### config.mk
export PLATFORM = sky130hd
export DESIGN_NAME = reservation_station
export DESIGN_NICKNAME = d
export VERILOG_FILES = /design/src/rtl/reservation_station.sv
export SDC_FILE = /design/constraint.sdc
export NUM_CORES = 2
export LEC_CHECK = 0
export BUFFER_PORTS_ARGS = -buffer_cell sky130_fd_sc_hd__clkbuf_2
export CAP_MARGIN = 20
export CORE_ASPECT_RATIO = 2
export CORE_MARGIN = 3
export CORE_UTILIZATION = 50
export CTS_CLUSTER_SIZE = 16
export DETAILED_ROUTE_END_ITERATION = 10
export HOLD_SLACK_MARGIN = 0.03
export PLACE_DENSITY = 0.68
export SLEW_MARGIN = 40
export SYNTH_ARGS = -nofsm -noshare
export SYNTH_HDL_FRONTEND = slang
export SYNTH_SLANG_ARGS = --single-unit
### constraint.sdc
create_clock -name in_clk -period 8.25 [get_ports in_clk]
set_input_delay 1.65 -clock in_clk [delete_from_list [all_inputs] [get_ports in_clk]]
set_output_delay 1.65 -clock in_clk [all_outputs]
set_load 0.05 [all_outputs]
### src/rtl/reservation_station.sv
// Tomasulo reservation station feeding a single functional unit.
// Holds dispatched micro-ops until both operands are known. Missing operands
// are captured from the ROB broadcast bus. At most one op is in flight at the FU.
// Optional build macro: RS_PERF_CNT_EN adds three saturating 16-bit activity
// counters (accepted dispatches, issues, cycles stalled on a full station).
module reservation_station #(
    parameter int NUM_ENTRIES  = 8,
    parameter int RS_IDX_SIZE  = $clog2(NUM_ENTRIES),
    parameter int GPR_SIZE     = 64,
    parameter int GPR_IDX_SIZE = 5,
    parameter int ROB_IDX_SIZE = 4
) (
    input  logic                    in_clk,
    input  logic                    in_rst,
    input  logic                    in_dispatch_valid,
    input  logic                    in_op1_valid,
    input  logic                    in_op2_valid,
    input  logic [ROB_IDX_SIZE-1:0] in_op1_rob_index,
    input  logic [ROB_IDX_SIZE-1:0] in_op2_rob_index,
    input  logic [GPR_SIZE-1:0]     in_op1_value,
    input  logic [GPR_SIZE-1:0]     in_op2_value,
    input  logic [GPR_IDX_SIZE-1:0] in_dst,
    input  logic [ROB_IDX_SIZE-1:0] in_dst_rob_idx,
    input  logic                    in_set_nzcv,
    input  logic                    in_rob_broadcast_done,
    input  logic [ROB_IDX_SIZE-1:0] in_rob_broadcast_index,
    input  logic [GPR_SIZE-1:0]     in_rob_broadcast_val,
    input  logic                    in_rob_is_mispred,
    input  logic                    in_fu_ready,
    input  logic                    in_fu_done,
    output logic [RS_IDX_SIZE:0]    out_ready_index,
    output logic [GPR_SIZE-1:0]     out_op1_value,
    output logic [GPR_SIZE-1:0]     out_op2_value,
    output logic [GPR_IDX_SIZE-1:0] out_dst,
    output logic [ROB_IDX_SIZE-1:0] out_dst_rob_idx,
    output logic                    out_set_nzcv,
    output logic                    out_full
`ifdef RS_PERF_CNT_EN
    ,
    output logic [15:0]             out_dispatch_cnt,
    output logic [15:0]             out_issue_cnt,
    output logic [15:0]             out_full_stall_cnt
`endif
);

    // Per-slot state
    logic [NUM_ENTRIES-1:0]  busy_r;
    logic [NUM_ENTRIES-1:0]  issued_r;
    logic [NUM_ENTRIES-1:0]  op1_valid_r;
    logic [NUM_ENTRIES-1:0]  op2_valid_r;
    logic [ROB_IDX_SIZE-1:0] op1_tag_r   [NUM_ENTRIES];
    logic [ROB_IDX_SIZE-1:0] op2_tag_r   [NUM_ENTRIES];
    logic [GPR_SIZE-1:0]     op1_val_r   [NUM_ENTRIES];
    logic [GPR_SIZE-1:0]     op2_val_r   [NUM_ENTRIES];
    logic [GPR_IDX_SIZE-1:0] dst_r       [NUM_ENTRIES];
    logic [ROB_IDX_SIZE-1:0] dst_rob_r   [NUM_ENTRIES];
    logic [NUM_ENTRIES-1:0]  nzcv_r;

    // Combinational helpers
    logic [NUM_ENTRIES-1:0]  ready_s;
    logic [NUM_ENTRIES-1:0]  wake1_s;
    logic [NUM_ENTRIES-1:0]  wake2_s;
    logic [NUM_ENTRIES-1:0]  free_s;
    logic                    any_issued_s;
    logic                    full_s;
    logic                    sel_found_s;
    logic [RS_IDX_SIZE-1:0]  sel_idx_s;
    logic                    alloc_found_s;
    logic [RS_IDX_SIZE-1:0]  alloc_idx_s;
    logic                    issue_fire_s;
    logic                    insert_fire_s;
    logic                    ins_hit1_s;
    logic                    ins_hit2_s;

    assign any_issued_s  = |issued_r;
    assign full_s        = &busy_r;
    assign issue_fire_s  = in_fu_ready & sel_found_s;
    assign insert_fire_s = in_dispatch_valid & ~full_s;
    assign ins_hit1_s    = in_rob_broadcast_done & ~in_op1_valid &
                           (in_op1_rob_index == in_rob_broadcast_index);
    assign ins_hit2_s    = in_rob_broadcast_done & ~in_op2_valid &
                           (in_op2_rob_index == in_rob_broadcast_index);

    // Per-slot readiness, broadcast wakeup matches and allocatable slots
    always_comb begin
        ready_s = '0;
        wake1_s = '0;
        wake2_s = '0;
        free_s  = '0;
        for (int i = 0; i < NUM_ENTRIES; i++) begin
            ready_s[i] = busy_r[i] & ~issued_r[i] & op1_valid_r[i] &
                         op2_valid_r[i] & ~any_issued_s;
            wake1_s[i] = in_rob_broadcast_done & busy_r[i] & ~op1_valid_r[i] &
                         (op1_tag_r[i] == in_rob_broadcast_index);
            wake2_s[i] = in_rob_broadcast_done & busy_r[i] & ~op2_valid_r[i] &
                         (op2_tag_r[i] == in_rob_broadcast_index);
            // A slot retiring this cycle may be refilled by a same-cycle insert
            free_s[i]  = ~busy_r[i] | (in_fu_done & issued_r[i]);
        end
    end

    // Lowest-numbered ready slot is presented to the FU
    always_comb begin
        sel_found_s = 1'b0;
        sel_idx_s   = '0;
        for (int i = 0; i < NUM_ENTRIES; i++) begin
            if (ready_s[i] && !sel_found_s) begin
                sel_found_s = 1'b1;
                sel_idx_s   = RS_IDX_SIZE'(i);
            end else begin
                sel_found_s = sel_found_s;
            end
        end
    end

    // Lowest-numbered free slot receives the next dispatch
    always_comb begin
        alloc_found_s = 1'b0;
        alloc_idx_s   = '0;
        for (int i = 0; i < NUM_ENTRIES; i++) begin
            if (free_s[i] && !alloc_found_s) begin
                alloc_found_s = 1'b1;
                alloc_idx_s   = RS_IDX_SIZE'(i);
            end else begin
                alloc_found_s = alloc_found_s;
            end
        end
    end

    // Output mux: zeros whenever nothing is selectable
    always_comb begin
        out_ready_index = {sel_found_s, sel_idx_s};
        out_full        = full_s;
        if (sel_found_s) begin
            out_op1_value   = op1_val_r[sel_idx_s];
            out_op2_value   = op2_val_r[sel_idx_s];
            out_dst         = dst_r[sel_idx_s];
            out_dst_rob_idx = dst_rob_r[sel_idx_s];
            out_set_nzcv    = nzcv_r[sel_idx_s];
        end else begin
            out_op1_value   = '0;
            out_op2_value   = '0;
            out_dst         = '0;
            out_dst_rob_idx = '0;
            out_set_nzcv    = 1'b0;
        end
    end

    // Slot state update: flush beats everything; completion precedes refill
    always_ff @(posedge in_clk or negedge in_rst) begin
        if (!in_rst) begin
            busy_r      <= '0;
            issued_r    <= '0;
            op1_valid_r <= '0;
            op2_valid_r <= '0;
            nzcv_r      <= '0;
            for (int i = 0; i < NUM_ENTRIES; i++) begin
                op1_tag_r[i] <= '0;
                op2_tag_r[i] <= '0;
                op1_val_r[i] <= '0;
                op2_val_r[i] <= '0;
                dst_r[i]     <= '0;
                dst_rob_r[i] <= '0;
            end
        end else if (in_rob_is_mispred) begin
            busy_r   <= '0;
            issued_r <= '0;
        end else begin
            for (int i = 0; i < NUM_ENTRIES; i++) begin
                if (wake1_s[i]) begin
                    op1_valid_r[i] <= 1'b1;
                    op1_val_r[i]   <= in_rob_broadcast_val;
                end
                if (wake2_s[i]) begin
                    op2_valid_r[i] <= 1'b1;
                    op2_val_r[i]   <= in_rob_broadcast_val;
                end
            end
            if (in_fu_done) begin
                busy_r   <= busy_r & ~issued_r;
                issued_r <= '0;
            end
            // Issue only fires when nothing is outstanding, so it never races done
            if (issue_fire_s) begin
                issued_r[sel_idx_s] <= 1'b1;
            end
            if (insert_fire_s) begin
                busy_r[alloc_idx_s]      <= 1'b1;
                issued_r[alloc_idx_s]    <= 1'b0;
                op1_valid_r[alloc_idx_s] <= in_op1_valid | ins_hit1_s;
                op2_valid_r[alloc_idx_s] <= in_op2_valid | ins_hit2_s;
                op1_tag_r[alloc_idx_s]   <= in_op1_rob_index;
                op2_tag_r[alloc_idx_s]   <= in_op2_rob_index;
                op1_val_r[alloc_idx_s]   <= ins_hit1_s ? in_rob_broadcast_val : in_op1_value;
                op2_val_r[alloc_idx_s]   <= ins_hit2_s ? in_rob_broadcast_val : in_op2_value;
                dst_r[alloc_idx_s]       <= in_dst;
                dst_rob_r[alloc_idx_s]   <= in_dst_rob_idx;
                nzcv_r[alloc_idx_s]      <= in_set_nzcv;
            end
        end
    end

`ifdef RS_PERF_CNT_EN
    // Saturating increment for the activity counters
    function automatic logic [15:0] sat_inc(input logic [15:0] v);
        if (v == 16'hFFFF) begin
            return v;
        end else begin
            return v + 16'd1;
        end
    endfunction

    // Activity counters; flushed cycles do not count as dispatch or issue
    always_ff @(posedge in_clk or negedge in_rst) begin
        if (!in_rst) begin
            out_dispatch_cnt   <= 16'd0;
            out_issue_cnt      <= 16'd0;
            out_full_stall_cnt <= 16'd0;
        end else begin
            if (insert_fire_s && !in_rob_is_mispred) begin
                out_dispatch_cnt <= sat_inc(out_dispatch_cnt);
            end
            if (issue_fire_s && !in_rob_is_mispred) begin
                out_issue_cnt <= sat_inc(out_issue_cnt);
            end
            if (in_dispatch_valid && full_s) begin
                out_full_stall_cnt <= sat_inc(out_full_stall_cnt);
            end
        end
    end
`endif

endmodule

Word level (Yosys, flattened, before mapping)
Index checks and enable logic that the tools add are counted.
Cells by class
  order comparisons: 7
  eq/ne operators: 18
  mux-type cells: 147
  bitwise operators: 141
  reductions and logical operators: 34
Operators by type and width (count)
  64-bit two-way mux: 41
  512-bit bitwise mux: 2
  512-bit two-way mux: 2
  64-bit binary-select mux with 3-bit select: 2
  64-bit demux with 3-bit select: 1
  32-bit bitwise mux: 3
  8-bit two-way mux: 12
  1-bit AND: 86
  4-bit == test: 18
  1-bit two-way mux: 53
  40-bit bitwise mux: 1
  1-bit NOT: 37
  3-bit two-way mux: 12
  8-bit bitwise mux: 3
  5-bit two-way mux: 4
  1-bit logical AND: 17
  8-bit AND: 2
  4-bit two-way mux: 4
  8-bit NOT: 2
  8-bit OR: 2
  5-bit binary-select mux with 3-bit select: 1
  5-bit demux with 3-bit select: 1
  1-bit logical NOT: 14
  4-bit binary-select mux with 3-bit select: 1
  other kinds (12): 26
Storage, ports and cells
  register bits after elaboration: 1200
  input port bits: 223
  logic and storage cells: 400

Logic depth before layout (Yosys ltp)
  word-level depth: 37
  gate-level depth with buffers: 11
  mapped depth without buffers: 7

Worst setup path after synthesis
Ideal clock, no wire load.
  kind: register to output
  from: register issued_r[0]
  to: output out_op1_value[13]
  data arrival time: 4534 ps
  path slack: 2066 ps
  cell stages (with the launch flop): 9
  path buffers: 2
  cell sequence: dfrtp_1 > or4_1 > buf_2 > a211oi_4 > nor2_1 > o21ai_2 > buf_2 > a211oi_1 > a2111oi_0
On the way
  word-level cells in the longest chain between the ends: 32
  elaborated cells on any way between the ends: 48
  classes of those cells: mux: 19; bitwise: 14; reduce/logical: 15
RTL lines
  start: declaration: line 48  | logic [NUM_ENTRIES-1:0] issued_r;
  start signal: assignment: line 153  | issued_r <= '0;
  start signal: assignment: line 167  | issued_r <= '0;
  start signal: assignment: line 181  | issued_r <= '0;
  1-bit NOT: line 91  | ready_s[i] = busy_r[i] & ~issued_r[i] & op1_valid_r[i] &
  1-bit AND (3 in a row): line 91
  1-bit AND: line 92  | op2_valid_r[i] & ~any_issued_s;
  1-bit two-way mux: line 107  | if (ready_s[i] && !sel_found_s) begin
  1-bit logical NOT: line 107
  1-bit logical AND: line 107
  1-bit two-way mux: line 107
  1-bit logical NOT: line 107
  [13 not listed]
  1-bit two-way mux: line 107
  1-bit logical NOT: line 107
  1-bit logical AND: line 107
  3-bit two-way mux: line 107
  3-bit NOT with 4-bit output (implied by the code): line 135  | out_op1_value = op1_val_r[sel_idx_s];
  64-bit binary-select mux with 3-bit select: line 135
  64-bit two-way mux (implied by the code) (2 in a row): line 135
  64-bit two-way mux (*): line 134  | if (sel_found_s) begin
  end: declaration: line 32  | output logic [GPR_SIZE-1:0] out_op1_value,
Mark *: on every way between the ends. The rest lies on a longest branch, timed or not. The select of a mux whose other input is x is not followed.

Worst setup path in the final report
  from: register issued_r[0]
  to: output out_op1_value[54]
The elaborated chain is that of the path after synthesis.

==> reports/results.ini <==
[power_and_ir_drop]
cellPowerDensity_nw_per_um2=216
ir_drop_uv=191
p_leak_uw=0.0300
p_total_uw=15300

[setup_path]
critical_path_class=reg -> out
slowest_stage=nor4_2
rrSetupSlack_ps=3430
critPathBufInv=4
critPathTopFamily=simple AND/OR/NAND/NOR gates
critPathRequiredTime_ps=6600
worst_path_largest_cell_delay_ps=690
arrival_ps=5680
critPathMaxFanout=91
critPathCaptureType=primary output
worstPathCellList=nand4b_1 -> and2_1 -> a32o_4 -> buf_12 -> nand2_4 -> buf_12 -> buf_4 -> a211oi_1 -> nor4_2 -> clkbuf_2
path_common_cell=buf_12
rr_endpoint=op1_val_r[367]
reg2regPathDepth=9
r2r_start=busy_r[1]
critPathLaunchType=register

[global_route]
antenna_found_initial=20
gr-usage-all-layers_pct=42.9
grt_pass1_wl_um=425000
first_global_vias=63500
grt_max_degree=190
overflow=0

[clock_network]
clk_pin_slew_ps=70
post-cts-setup-buffers=0
clockBufferDepth=3
clk_latency_ps=770
cts.repair.resized=0
cts_htree_levels=3
cts_tree=done
cts_buffers=108
cts.sinks=1200
cts_root_buf=clkbuf_16
holdBufCountCts=0

[synthesis]
async_reset_ff_share_pct=100
synth_seq_cells=1200
syn_inst=6579
synth.largest_area_cell=dfrtp_1
syn_area_um2=63600
synth_warnings=0
synth.area.top_cells=dfrtp_1, o22ai_1, a21oi_1
seq_area_frac_synth_pct=47.2
synth_ff_type=dfrtp_1
avgSynthCellArea_um2=9.67
yosysUniqueCellTypes=75
post-synth-top-area-fraction_pct=47.2
syn-num-nets=6802
synth_edf_count=0

[floorplanning]
start_util_pct=50.5
die_h_um=511
die-area_um2=132000
num_rows=184
die_w_um=258
pin_count=366
core_um2=126000

[hold_path]
worstHoldStart=dst_r[7]
holdPathStages=1
hold_path.class=reg -> reg
whs_endpoint=dst_r[7]

[timing]
final_max_slew_viol_count=0
fin_tns_setup_ps=0
min_period_ps=7330
fin_crit_sh_pct=88.8
worst_slew_pin_slew_ps=1030
fin_ws_ps=923
relSlewSlack_pct=31.2
rsz0062_at_grt=false
fmax_mhz=136
hold_viol_final=0
setup_viol=0
finClkSkew_ps=32.8

[layout]
layout-drive-gt1-share_pct=18.3
fillCellCount=11300
instances_no_fill=8130
nNetsFinal=6575
syn_to_final_growth_pct=11.1

[placed_design]
post-place-ws_ps=1730
dp_hpwl_um=165000
portBuffers=365
gp_congestion=0.975
dpl.cell_count=7909

[route]
drt_iter0_markers=10200
routed_wl_um=292000
dr.pass1.iters=6
vias=64100
drc=0
wl_per_cell_um=36.0
via_per_inst=7.88
ant_nets=0

[flow_run]
drv_cap=0

[status]
outcome=finished, final reports clean

cells by family (layout without fill, tap and decap cells):
| logic type | Yosys count | count (layout) | synth area share (%) |
|---|---|---|---|
| and+or+nand+nor | 1319 | 1319 | 10.0 |
| other | 0 | 15 | 0 |
| buffers and inverters | 926 | 788 | 5.88 |
| DFF | 1200 | 1200 | 47.2 |
| muxes | 286 | 286 | 4.95 |
| xor gates and xnor gates | 68 | 68 | 0.936 |
| AOI/OAI and AO/OA | 2780 | 2780 | 31.0 |
state kept, by name, summed over array words and instances (netlist names):
name,flops
op1_val_r,512
op1_tag_r,32
nzcv_r,8
dst_r,40
dst_rob_r,32
op1_valid_r,8
issued_r,8
busy_r,8
op2_val_r,512
op2_valid_r,8
op2_tag_r,32
cell type report:
cell class | count | area, um2 | area share [%]
antenna | 15 | 37.5 | 0.0531
clock buffer | 146 | 3110 | 4.40
clock inverter | 53 | 811 | 1.15
inverter | 48 | 198 | 0.280
multi-input combinational | 4453 | 30600 | 43.2
sequential | 1200 | 30000 | 42.5
tap | 1674 | 2090 | 2.96
timing repair buffer | 541 | 3840 | 5.43
where the power goes:
| part | switching (uW) | internal [uW] | total [uW] | leakage (uW) |
|---|---|---|---|---|
| Sequential | 352 | 6490 | 6840 | 0.0158 |
| Clock | 2520 | 3190 | 5710 | 0.00192 |
| Combinational | 1890 | 831 | 2720 | 0.0123 |
worst reg2reg max path: cells and delay by family, from the launching register on:
| family | cells | cell delay (ps) |
|---|---|---|
| AOI/OAI and AO/OA | 3 | 870 |
| buffers and inverters | 3 | 1880 |
| DFF | 1 | 430 |
| and+or+nand+nor | 3 | 1530 |
through the flow:
stage / cell area (um2) / util [%] / hold slack (ps)
2_1_floorplan: 63600 / - / 458
4_1_cts: 70400 / 55.9 / 493
5_1_grt: 70700 / 56.1 / 501
6_report: 70700 / 56.1 / 490
3_3_place_gp: 65900 / 52.3 / 468
3_5_place_dp: 66500 / 52.8 / 477
cell usage in the layout, fill, tap and decap left out, types with 23 or more instances in the layout:
master and count:
dfrtp_1 1200, a21oi_1 698, o22ai_1 656, nor2_1 594
clkbuf_2 363, a2bb2oi_1 316, o32ai_1 281, a211oi_1 213
mux2_2 213, and3_1 204, o22a_1 123, buf_4 118
nand3_1 116, clkbuf_16 109, nor4_1 105, a221oi_1 92
nand2_1 78, o221a_2 75, or3_1 70, mux2i_1 57
o211ai_1 52, xnor2_1 49, inv_1 46, a32o_1 45
a31oi_1 43, o21ai_1 43, or2_2 29, buf_12 28
clkbuf_8 24, a31o_2 23
per-layer routing:
metal | routed length [um] | track usage, % | share of wire [%] | up-vias
li1 | - | - | - | 25000
met1 | 99700 | 52.2 | 34 | 31400
met2 | 126000 | 63.8 | 43 | 5942
met3 | 40000 | 12.8 | 14 | 1689
met4 | 27000 | 33.5 | 9.2 | 16
met5 | 132 | 0 | 0.045 | -
synth_stat cells, types with 73 or more instances:
| master | number |
|---|---|
| a211oi_1 | 213 |
| a21oi_1 | 700 |
| a221oi_1 | 92 |
| a2bb2oi_1 | 316 |
| and3_1 | 204 |
| buf_1 | 73 |
| buf_2 | 110 |
| clkbuf_1 | 675 |
| dfrtp_1 | 1200 |
| mux2_2 | 213 |
| nand2_1 | 90 |
| nand3_1 | 126 |
| nor2_1 | 604 |
| nor4_1 | 127 |
| o221a_2 | 75 |
| o22a_1 | 123 |
| o22ai_1 | 656 |
| o32ai_1 | 281 |
| or3_1 | 73 |
worst max path at each step:
stage	startpoint	to	slack (ps)	cells after the start
after floorplan	issued_r[0]	out_op1_value[13]	2070	8
after global placement	issued_r[0]	out_op1_value[54]	1770	9
after detailed placement	issued_r[0]	out_op2_value[54]	1730	9
after CTS	issued_r[0]	out_op2_value[54]	950	9
after global routing	issued_r[0]	out_op1_value[54]	790	10
final	issued_r[0]	out_op1_value[54]	920	10
Power figures use the tool's default switching activity.
